## src/rtl/bin2bcd_seq.sv

```systemverilog
// bin2bcd_seq: sequential double-dabble binary-to-BCD converter, one shift per clock.
// Optional feature macro: SIGNED_INPUT_EN (two's-complement input, sign reported on neg).
module bin2bcd_seq #(
  parameter int WIDTH  = 8,
  parameter int DIGITS = 3
) (
  input  logic                  clk,
  input  logic                  rst_n,
  input  logic                  start,
  input  logic [WIDTH-1:0]      bin,
  output logic                  busy,
  output logic                  done,
  output logic [4*DIGITS-1:0]   bcd,
  output logic                  neg
);
  localparam int SW = 4*DIGITS + WIDTH;
  localparam int CW = $clog2(WIDTH + 1);

  if (10**DIGITS <= 2**WIDTH) begin : g_bad_digits
    $error("bin2bcd_seq: DIGITS too small for WIDTH");
  end

  typedef enum logic [1:0] {IDLE, SHIFT, DONE} state_t;

  state_t              state_q, state_d;
  logic [SW-1:0]       sr_q, sr_d, adj, shifted;
  logic [CW-1:0]       cnt_q, cnt_d;
  logic [4*DIGITS-1:0] bcd_q, bcd_d;
  logic                neg_q, neg_d, sgn_q, sgn_d, busy_q, busy_d, done_q, done_d;
  logic [WIDTH-1:0]    mag;
  logic                neg_in;

`ifdef SIGNED_INPUT_EN
  assign neg_in = bin[WIDTH-1];
  assign mag    = neg_in ? -bin : bin;
`else
  assign neg_in = 1'b0;
  assign mag    = bin;
`endif

  // Add-3 correction of every BCD nibble that would overflow past 9 when doubled
  always_comb begin
    adj = sr_q;
    for (int k = 0; k < DIGITS; k++)
      adj[WIDTH+4*k +: 4] = sr_q[WIDTH+4*k +: 4] >= 4'd5 ? sr_q[WIDTH+4*k +: 4] + 4'd3 : sr_q[WIDTH+4*k +: 4];
    shifted = {adj[SW-2:0], 1'b0};
  end

  // Next-state logic; bcd/neg only load on the final shift so the display never sees partial values
  always_comb begin
    state_d = state_q;
    sr_d    = sr_q;
    cnt_d   = cnt_q;
    bcd_d   = bcd_q;
    neg_d   = neg_q;
    sgn_d   = sgn_q;
    done_d  = 1'b0;
    case (state_q)
      IDLE: if (start) begin
        state_d = SHIFT;
        sr_d    = {{(4*DIGITS){1'b0}}, mag};
        cnt_d   = CW'(WIDTH);
        sgn_d   = neg_in;
      end
      SHIFT: begin
        sr_d  = shifted;
        cnt_d = cnt_q - 1'b1;
        if (cnt_q == CW'(1)) begin
          state_d = DONE;
          done_d  = 1'b1;
          bcd_d   = shifted[SW-1 -: 4*DIGITS];
          neg_d   = sgn_q;
        end
      end
      default: state_d = IDLE;
    endcase
    busy_d = state_d != IDLE;
  end

  // State and registered outputs; async reset discards any conversion in flight
  always_ff @(posedge clk or negedge rst_n) begin
    if (!rst_n) begin
      state_q <= IDLE;
      sr_q    <= '0;
      cnt_q   <= '0;
      bcd_q   <= '0;
      neg_q   <= 1'b0;
      sgn_q   <= 1'b0;
      busy_q  <= 1'b0;
      done_q  <= 1'b0;
    end else begin
      state_q <= state_d;
      sr_q    <= sr_d;
      cnt_q   <= cnt_d;
      bcd_q   <= bcd_d;
      neg_q   <= neg_d;
      sgn_q   <= sgn_d;
      busy_q  <= busy_d;
      done_q  <= done_d;
    end
  end

  assign busy = busy_q;
  assign done = done_q;
  assign bcd  = bcd_q;
  assign neg  = neg_q;
endmodule

```

## config.mk

```make
export PLATFORM = sky130hd
export DESIGN_NAME = bin2bcd_seq
export DESIGN_NICKNAME = d
export VERILOG_FILES = /design/src/rtl/bin2bcd_seq.sv
export SDC_FILE = /design/constraint.sdc
export NUM_CORES = 1
export LEC_CHECK = 0
export CORE_ASPECT_RATIO = 0.9
export CORE_UTILIZATION = 26
export DETAILED_ROUTE_END_ITERATION = 10
export GPL_TIMING_DRIVEN = 0
export SKIP_LAST_GASP = 1
export SYNTH_ARGS = -nofsm -noshare
export SYNTH_HDL_FRONTEND = slang
export SYNTH_SLANG_ARGS = --single-unit
```

## constraint.sdc

```tcl
create_clock -name clk -period 3.1 [get_ports clk]
set_input_delay 0.62 -clock clk [delete_from_list [all_inputs] [get_ports clk]]
set_output_delay 0.62 -clock clk [all_outputs]
set_load 0.02 [all_outputs]
```

[After elaboration in Yosys (flattened, before gate mapping)]
Index checks and enable logic that the tools add are counted.
W data, S select, Z words.
Storage, ports and cells
  bits in registers: 40
  output and inout port bits: 15
Operators by class
  add/subtract/negate cells: 4
  order comparisons: 3
  equal/unequal tests: 3
  muxes and demuxes: 12
  reduce and logical (&&, ||, !) cells: 5
Operators with widths (count)
  $pmux W20 S2: 1
  $mux W20: 1
  $ge A4 B3 Y1 const B: 3
  $mux W4: 3
  $add A4 B2 Y4 const B: 2
  $pmux W4 S2: 1
  $eq A4 B1 Y1 const B: 1
  $mux W2: 2
  $pmux W2 S2: 1
  $reduce_and A2 Y1: 2
  $reduce_bool A2 Y1: 2
  $sub A4 B1 Y4 const B: 1
  $add A3 B2 Y3 const B: 1
  $mux W3: 1
  $eq A2 B1 Y1 const B: 1
  $logic_not A2 Y1: 1
  $mux W1: 2
  $ne A2 B2 Y1 const B: 1

[Depth between registers and ports, before layout]
Gate-level depths: netlist of the first run.
  depth after elaboration: 4
  mapped depth: 7
  mapped depth without buffers: 6

[Worst setup path after synthesis of the first run]
No wires, ideal clock.
  path kind: register to register
  from: register cnt_q[1]
  to: register bcd_q[10] (netlist: bcd[10])
  library setup time: 0.125 ns
  arrival: 1.339 ns
  slack: 1.636 ns
  cell stages (with the launch flop): 7
  path buffers: 0
  clock period less this slack: 1.464 ns
  path through: dfrtp_1 -> inv_1 -> ha_1 -> nor3b_4 -> nand2_8 -> inv_6 -> mux2_4
On the way
  word-level cells in the longest chain between the ends: 2
Ends and longest elaborated chain
  start, declared: line 27  | logic [CW-1:0] cnt_q, cnt_d;
  start signal, assigned: line 94  | cnt_q <= cnt_d;
  $eq A4 B1 Y1: line 68  | if (cnt_q == CW'(1)) begin
  $reduce_and A2 Y1 (no line)
  end signal, assigned: line 86  | bcd_q <= '0;
  end signal, assigned: line 95  | bcd_q <= bcd_d;
  end, declared: line 28  | logic [4*DIGITS-1:0] bcd_q, bcd_d;
Every way passes these cells.
A chain may end at the register's enable or synchronous reset.

[Worst setup path after layout of the first run]
  from: register bcd_q[11] (netlist: bcd[11])
  to: output port bcd[11]
RTL lines
  end, declared: line 13  | output logic [4*DIGITS-1:0] bcd,
No word-level cell between the ends.

==> Implementation_results.wiki, run 1 <==
{| class="wikitable"
! Metric !! Value
|-
| Combinational group share of total power || 0.499
|-
| Gpl congestion || 0.770
|-
| Period minus WS final || around 1.9 ns
|-
| Critical path start-end classification || reg2out
|-
| Worst Path Buf+Inv || 1
|-
| Total setup buffers inserted after CTS || 0
|-
| Max-capacitance violation count || 0
|-
| Overflow after GRT || 0
|-
| Number of hold buffers added after CTS || 0
|-
| Category of the worst setup path launch point || flop
|-
| Syn Nets || 197
|-
| Wire length of the first global-routing pass || roughly 6.6 mm
|-
| Per-cell routed wire length || ~12 um
|-
| Height of the die || around 84 um
|-
| Tightest hold margin || just over 0.1 ns
|-
| Clock tree buffer depth || 2
|-
| Starting DRT DRC Count || 43
|-
| Switching Power || about 1000 uW
|-
| Synthesized-area fraction occupied by adder cells || 0.0512
|-
| Most common library cell in the layout ignoring fill and taps || dfrtp_1
|-
| Power per unit of standard cell area || 1050 nW/um2
|-
| Final slew viol count || 0
|-
| # rows || 29
|-
| Sw Share || 0.395
|-
| Slew @ Worst Pin || just over 0.5 ns
|-
| Final routed DRC violation total || 0
|-
| Highest Clock Rate || 526 MHz
|-
| Family of cells with the greatest summed delay on the critical path || buffers and inverters
|-
| Placed wire-length estimate after detailed placement || around 2.6 mm
|-
| Dominant cell type by area after synthesis || dfrtp_1
|-
| Clock power frac || 0.142
|-
| Ordered cell list for the critical path || clkdlybuf4s50_1
|-
| Run status || complete, no violations
|-
| Combinational family with the most area after synthesis || compound AO/OA/AOI/OAI gates
|-
| Area added between synthesis and finish || 23.8%
|-
| Critical path peak fanout || 2
|-
| Leakage || 0.00109 uW
|-
| Maximum number of pins on one net before global-route repair || 40
|-
| # setup viols final || 0
|-
| Post-Synthesis Cells || roughly 180
|-
| Resized Gates After CTS || 0
|-
| Critical-path cell with the highest stage delay || clkdlybuf4s50_1
|-
| XOR/XNOR Fraction of Synth Area || 0.0134
|-
| Yosys synthesis warning count || 0
|-
| Total wire length after detailed routing || ~3.7 mm
|-
| Root cell of the clock tree || clkbuf_8
|-
| Simple-gate share of the synthesized area || 0.127
|-
| Die span in x || just over 90 um
|-
| Clock slew at the register clock pins of the worst setup and hold paths || roughly 0.080 ns
|-
| Critical path data arrival time || 1.28 ns
|-
| TritonCTS Sinks || 40
|-
| Vias in the first global route || between 1,000 and 1,500
|-
| Vias after detailed routing || about 1,400
|-
| Min-delay worst type || in2async
|-
| Fraction of power consumed by sequential logic || 0.359
|-
| Insertion delay of the later-clocked pin in the worst-skew pair || approximately 0.29 ns
|-
| Post-Syn Area per Cell || around 11 um2
|-
| Crit path largest cell delay || around 0.61 ns
|-
| Max Clock Skew || roughly 0.0057 ns
|-
| Top library cells by usage in the layout, fill and taps aside || dfrtp_1 (40), nand2_1 (24), clkdlybuf4s50_1 (23)
|-
| Starting density of the core || 0.273
|-
| Complex-gate fraction of the synthesized area || 0.171
|-
| Part of the Yosys area used for sequential elements || 0.512
|-
| Setup repair after global routing missed its margin || false
|-
| Post-route clock period utilization || 0.613
|-
| Multiplexer area fraction after synthesis || 0.0595
|-
| Clock tree from TritonCTS || built
|-
| Yosys cell types || 35
|-
| DIE AREA || between 7000 and 8000 um2
|-
| Total count of hold-check failures in the final report || 0
|-
| Number of buffers created by CTS || 5
|-
| DR pass1 iterations || 4
|-
| Overall global routing resource usage || 0.110
|-
| Synth area leaders || dfrtp_1 (51%), ha_1 (5.1%), nand2_1 (4.6%)
|-
| Antenna violations before repair || 0
|-
| Endpoint class of the critical path || primary output
|-
| Overall power of the completed layout || between 2000 and 3000 uW
|-
| Fraction of final layout cells with drive strength greater than 1 || 0.166
|-
| CTS HTree Levels || 2
|-
| Number of nets in the finished design || 229
|-
| Accumulated negative setup slack || 0 ns
|-
| Top-level I/O count || 26
|-
| DRT antenna net count || 0
|-
| Internal portion of total power || roughly 1500 uW
|-
| Vias per std cell || 4.45
|-
| Antenna cells || 0
|-
| Total core area || between 7000 and 8000 um2
|-
| Number of buffers inserted by port buffering || 24
|-
| Worst EP required || 2.48 ns
|-
| Share of the synthesized area in the top cell type || 0.512
|-
| Relative slew slack || 0.659
|-
| Register bit count reported by yosys || 40
|-
| Post-Synthesis Cell Area || between 1500 and 2000 um2
|-
| IR Drop Worst-Case VDD || about 0.25 mV
|}
==> through the flow <==
stage	util	setup slack (ns)	area (um2)	std cells
finish	0.338	1.20	2420	304
global route	0.338	1.14	2420	304
CTS	0.338	1.18	2420	304
detailed placement	0.325	1.17	2330	296
global placement	0.323	0.337	2310	295
floorplan	-	1.64	1950	178
==> cell type report <==
cell class	instances	area (um2)
Sequential cell	40	1000
Inverter	12	52.6
Timing Repair Buffer	25	255
Tap cell	93	116
Clock inverter	2	10.0
Fill cell	722	4730
Buffer	8	72.6
Clock buffer	6	82.6
Multi-Input combinational cell	118	828
==> cells by family after synthesis <==
| kind of cell | after synthesis |
|---|---|
| buffers and inverters | 20 |
| XOR/XNOR | 3 |
| multiplexers | 9 |
| flip-flops | 40 |
| AO/OA/AOI/OAI | 52 |
| AND/OR/NAND/NOR | 45 |
| adder cells (fa/ha/maj) | 8 |
| other | 1 |
==> worst paths after layout <==
path                            slack (ns)  depth (start not counted)      from       end
worst max register to register        1.48                          6  sr_q[12]    bcd[6]
worst min register to register        0.48                          2    bcd[7]    bcd[7]
min in group clk                      0.48                          2    bcd[7]    bcd[7]
max in group asynchronous             2.60                          2     rst_n  cnt_q[1]
worst min-delay path                  0.10                          1     rst_n      done
worst max-delay path                  1.20                          1   bcd[11]   bcd[11]
==> cell usage after synthesis <==
master     number
nand2_1        24
mux2i_1         3
nand2b_1        4
mux2_4          5
inv_4           1
buf_4           1
a2bb2oi_1       1
a21oi_2         3
o21ai_1         3
nand3b_1        1
clkbuf_1        1
a22oi_1         7
inv_1          10
a31oi_1         1
conb_1          1
mux2_2          1
nor2_1          6
buf_2           1
or3b_2          1
nor3b_4         1
a22o_1          6
o21ai_2         3
nor3b_1         4
or2_1           1
o22ai_1         5
dfrtp_1        40
xnor2_1         3
buf_6           5
a21oi_1         7
nor3_1          1
o21ai_0        16
inv_6           1
ha_1            8
nor2b_4         1
nand2_8         1
==> power by group through the flow <==
stage                     clock [uW]  sequential (uW)  combinational, uW
after floorplan                    0              979                839
after CTS                        376              914               1280
after global routing             401              944               1410
after global placement             0              917               1260
final                            361              910               1270
after detailed placement           0              921               1280
==> worst reg2reg max path, cell delays in order, from the launching register on <==
cell and delay (ns):
dfrtp_1 0.40, inv_1 0.11, ha_1 0.22, nand2b_1 0.10
a21oi_2 0.20, mux2i_1 0.33, mux2_4 0.20
==> metal layers <==
layer | share of wire | GRT usage
met4 | 0.011 | 0.0420
met2 | 0.46 | 0.168
met5 | 0 | 0
met1 | 0.49 | 0.146
met3 | 0.034 | 0.0326
==> registers in the layout, summed over array words and instances, names as in the netlist <==
name / flops
cnt_q: 4
busy: 1
done: 1
sr_q: 20
bcd: 12
state_q: 2
Power figures use the tool's default switching activity.
==> run 2, diff against run 1 <==
==> constraint.sdc (replaced) <==
create_clock -name clk -period 1.99 [get_ports clk]
set_input_delay 0.398 -clock clk [delete_from_list [all_inputs] [get_ports clk]]
set_output_delay 0.398 -clock clk [all_outputs]
set_load 0.02 [all_outputs]
==> run 2 against run 1 <==
  * Clock power grew 55%
  * Routed wire length is essentially flat
  * Worst setup slack got worse by 0.89 ns
  * Combinational power grew 55%
  * Global-route usage is the same
  * Register-to-register slack worse by 1.1 ns
  * Worst hold slack better by 0.31 ns
  * Non-clock buffer count up 1
  * Clock skew about the same
  * Sequential power is 56% higher
  * Clock-buffer cell count stayed put
  * Critical path type unchanged
  * Via count is 0.30% higher
==> Implementation_results.wiki, run 2 (synthesis results as in run 1) <==
{| class="wikitable"
! Metric !! Value
|-
| Setup repair after global routing missed its margin || false
|-
| Vias after detailed routing || 1,356 (+0.30%)
|-
| Critical path peak fanout || 2 (unchanged)
|-
| Number of buffers created by CTS || 5 (unchanged)
|-
| Vias per std cell || 4.45 (about the same)
|-
| # rows || 29 (unchanged)
|-
| DR pass1 iterations || 4 (unchanged)
|-
| Ordered cell list for the critical path || clkdlybuf4s50_1
|-
| Final slew viol count || 0 (unchanged)
|-
| Per-cell routed wire length || 12.3 um (-0.27%)
|-
| Relative slew slack || 0.660 (+0.00146)
|-
| Register with the highest flop count || sr_q
|-
| Flip-flop count of the largest register after layout || 20 (unchanged)
|-
| Slew @ Worst Pin || 0.510 ns (-0.00218 ns)
|-
| CTS HTree Levels || 2 (unchanged)
|-
| Total setup buffers inserted after CTS || 0 (unchanged)
|-
| Number of buffers inserted by port buffering || 24 (unchanged)
|-
| Final routed DRC violation total || 0 (unchanged)
|-
| Starting DRT DRC Count || 36 (-16%)
|-
| Vias in the first global route || 1,382 (unchanged)
|-
| Antenna cells || 0 (unchanged)
|-
| Most common library cell in the layout ignoring fill and taps || dfrtp_1
|-
| Clock tree from TritonCTS || built
|-
| # setup viols final || 0 (unchanged)
|-
| Height of the die || 84.3 um (unchanged)
|-
| Gpl congestion || 0.770 (unchanged)
|-
| Accumulated negative setup slack || 0 ns (unchanged)
|-
| Critical path start-end classification || reg2out
|-
| Worst EP required || 1.59 ns (-0.89 ns)
|-
| Critical path depth in cells || 1 (unchanged)
|-
| Max Clock Skew || 0.00541 ns (-0.000309 ns)
|-
| Wire length of the first global-routing pass || 6.64 mm (unchanged)
|-
| Overall power of the completed layout || 3950 uW (+56%)
|-
| Clock slew at the register clock pins of the worst setup and hold paths || 0.08 ns (about the same)
|-
| Top library cells by usage in the layout, fill and taps aside || dfrtp_1 (40), nand2_1 (24), clkdlybuf4s50_1 (23)
|-
| Top-level I/O count || 26 (unchanged)
|-
| Number of inserted filler cells in the final layout || 721 (-0.14%)
|-
| Critical-path cell with the highest stage delay || clkdlybuf4s50_1
|-
| Maximum number of pins on one net before global-route repair || 40 (unchanged)
|-
| Total wire length after detailed routing || 3.75 mm (about the same)
|-
| Placed wire-length estimate after detailed placement || 2.64 mm (unchanged)
|-
| Fraction of final layout cells with drive strength greater than 1 || 0.165 (-0.000782)
|-
| Period minus WS final || around 1.7 ns
|-
| Max-capacitance violation count || 0 (unchanged)
|-
| Number of nets in the finished design || 230 (+0.44%)
|-
| Power per unit of standard cell area || 1630 nW/um2 (+55%)
|-
| Endpoint class of the critical path || primary output
|-
| Total core area || 7150 um2 (unchanged)
|-
| Highest Clock Rate || 596 MHz
|-
| Leakage || 0.00109 uW (+0.38%)
|-
| Post-route clock period utilization || 0.843
|-
| Antenna violations before repair || 0 (unchanged)
|-
| Overall global routing resource usage || 0.110 (unchanged)
|-
| DRT antenna net count || 0 (unchanged)
|-
| Total count of hold-check failures in the final report || 0 (unchanged)
|-
| DIE AREA || 7870 um2 (unchanged)
|-
| Area added between synthesis and finish || 24.3%
|-
| Run status || complete, no violations
|-
| Category of the worst setup path launch point || flop
|-
| TritonCTS Sinks || 40 (unchanged)
|-
| Starting density of the core || 0.273 (unchanged)
|-
| IR Drop Worst-Case VDD || 0.389 mV (+55%)
|-
| Worst Path Buf+Inv || 1 (unchanged)
|-
| Critical path data arrival time || 1.28 ns (about the same)
|-
| Overflow after GRT || 0 (unchanged)
|-
| Resized Gates After CTS || 0 (unchanged)
|-
| Insertion delay of the later-clocked pin in the worst-skew pair || 0.29 ns (about the same)
|-
| Clock tree buffer depth || 2 (unchanged)
|-
| Crit path largest cell delay || 0.61 ns (about the same)
|-
| Die span in x || 93.4 um (unchanged)
|-
| Family of cells with the greatest summed delay on the critical path || buffers and inverters
|-
| Worst reg2reg path depth || 6 (unchanged)
|-
| Root cell of the clock tree || clkbuf_8
|-
| Min-delay worst type || in2async
|}
-- run 2: final timing paths --
check	start	to	slack (ns)
setup / recovery	bcd[11]	bcd[11]	0.31
hold / removal	rst_n	done	0.42
min in group clk	bcd[7]	bcd[7]	0.48
max in group asynchronous	rst_n	cnt_q[1]	1.18
hold reg to reg	bcd[7]	bcd[7]	0.48
setup reg to reg	sr_q[12]	bcd[6]	0.37
-- run 2: metrics by stage --
step | hold slack, ns | util | cells | worst slack (ns) | cell area [um2]
global placement | 0.461 | 0.323 | 295 | -0.551 | 2310
global route | 0.403 | 0.340 | 305 | 0.224 | 2430
finish | 0.417 | 0.340 | 305 | 0.312 | 2430
floorplan | 0.102 | - | 178 | 0.526 | 1950
detailed placement | 0.198 | 0.325 | 296 | 0.278 | 2330
CTS | 0.416 | 0.340 | 305 | 0.297 | 2430
-- run 2: routing by layer --
metal,global-route usage,up-vias,wire length [um]
met3,0.0326,6,128
met2,0.168,22,1770
met1,0.146,649,1810
li1,-,679,-
met5,0,-,0
met4,0.0420,0,43
-- run 2: what timing repair did --
action / CTS / global route
endpoints found under the setup margin: 0 / 0
hold buffers: 1 / 0
endpoints found under the hold margin: 1 / 0
-- run 2: cell type report --
class	instances	area [um2]	share of cell area
multi-input combinational	118	828	0.341
clock inverter	2	10.0	0.00412
buffer	8	72.6	0.0299
tap	93	116	0.0479
timing repair buffer	26	265	0.109
clock buffer	6	82.6	0.0340
sequential	40	1000	0.412
inverter	12	52.6	0.0216
-- run 2: where the power goes --
part / switching, uW / internal (uW) / leakage (uW)
clock network: 285 / 277 / 0.0000510
logic: 1020 / 953 / 0.000538
registers: 255 / 1160 / 0.000505
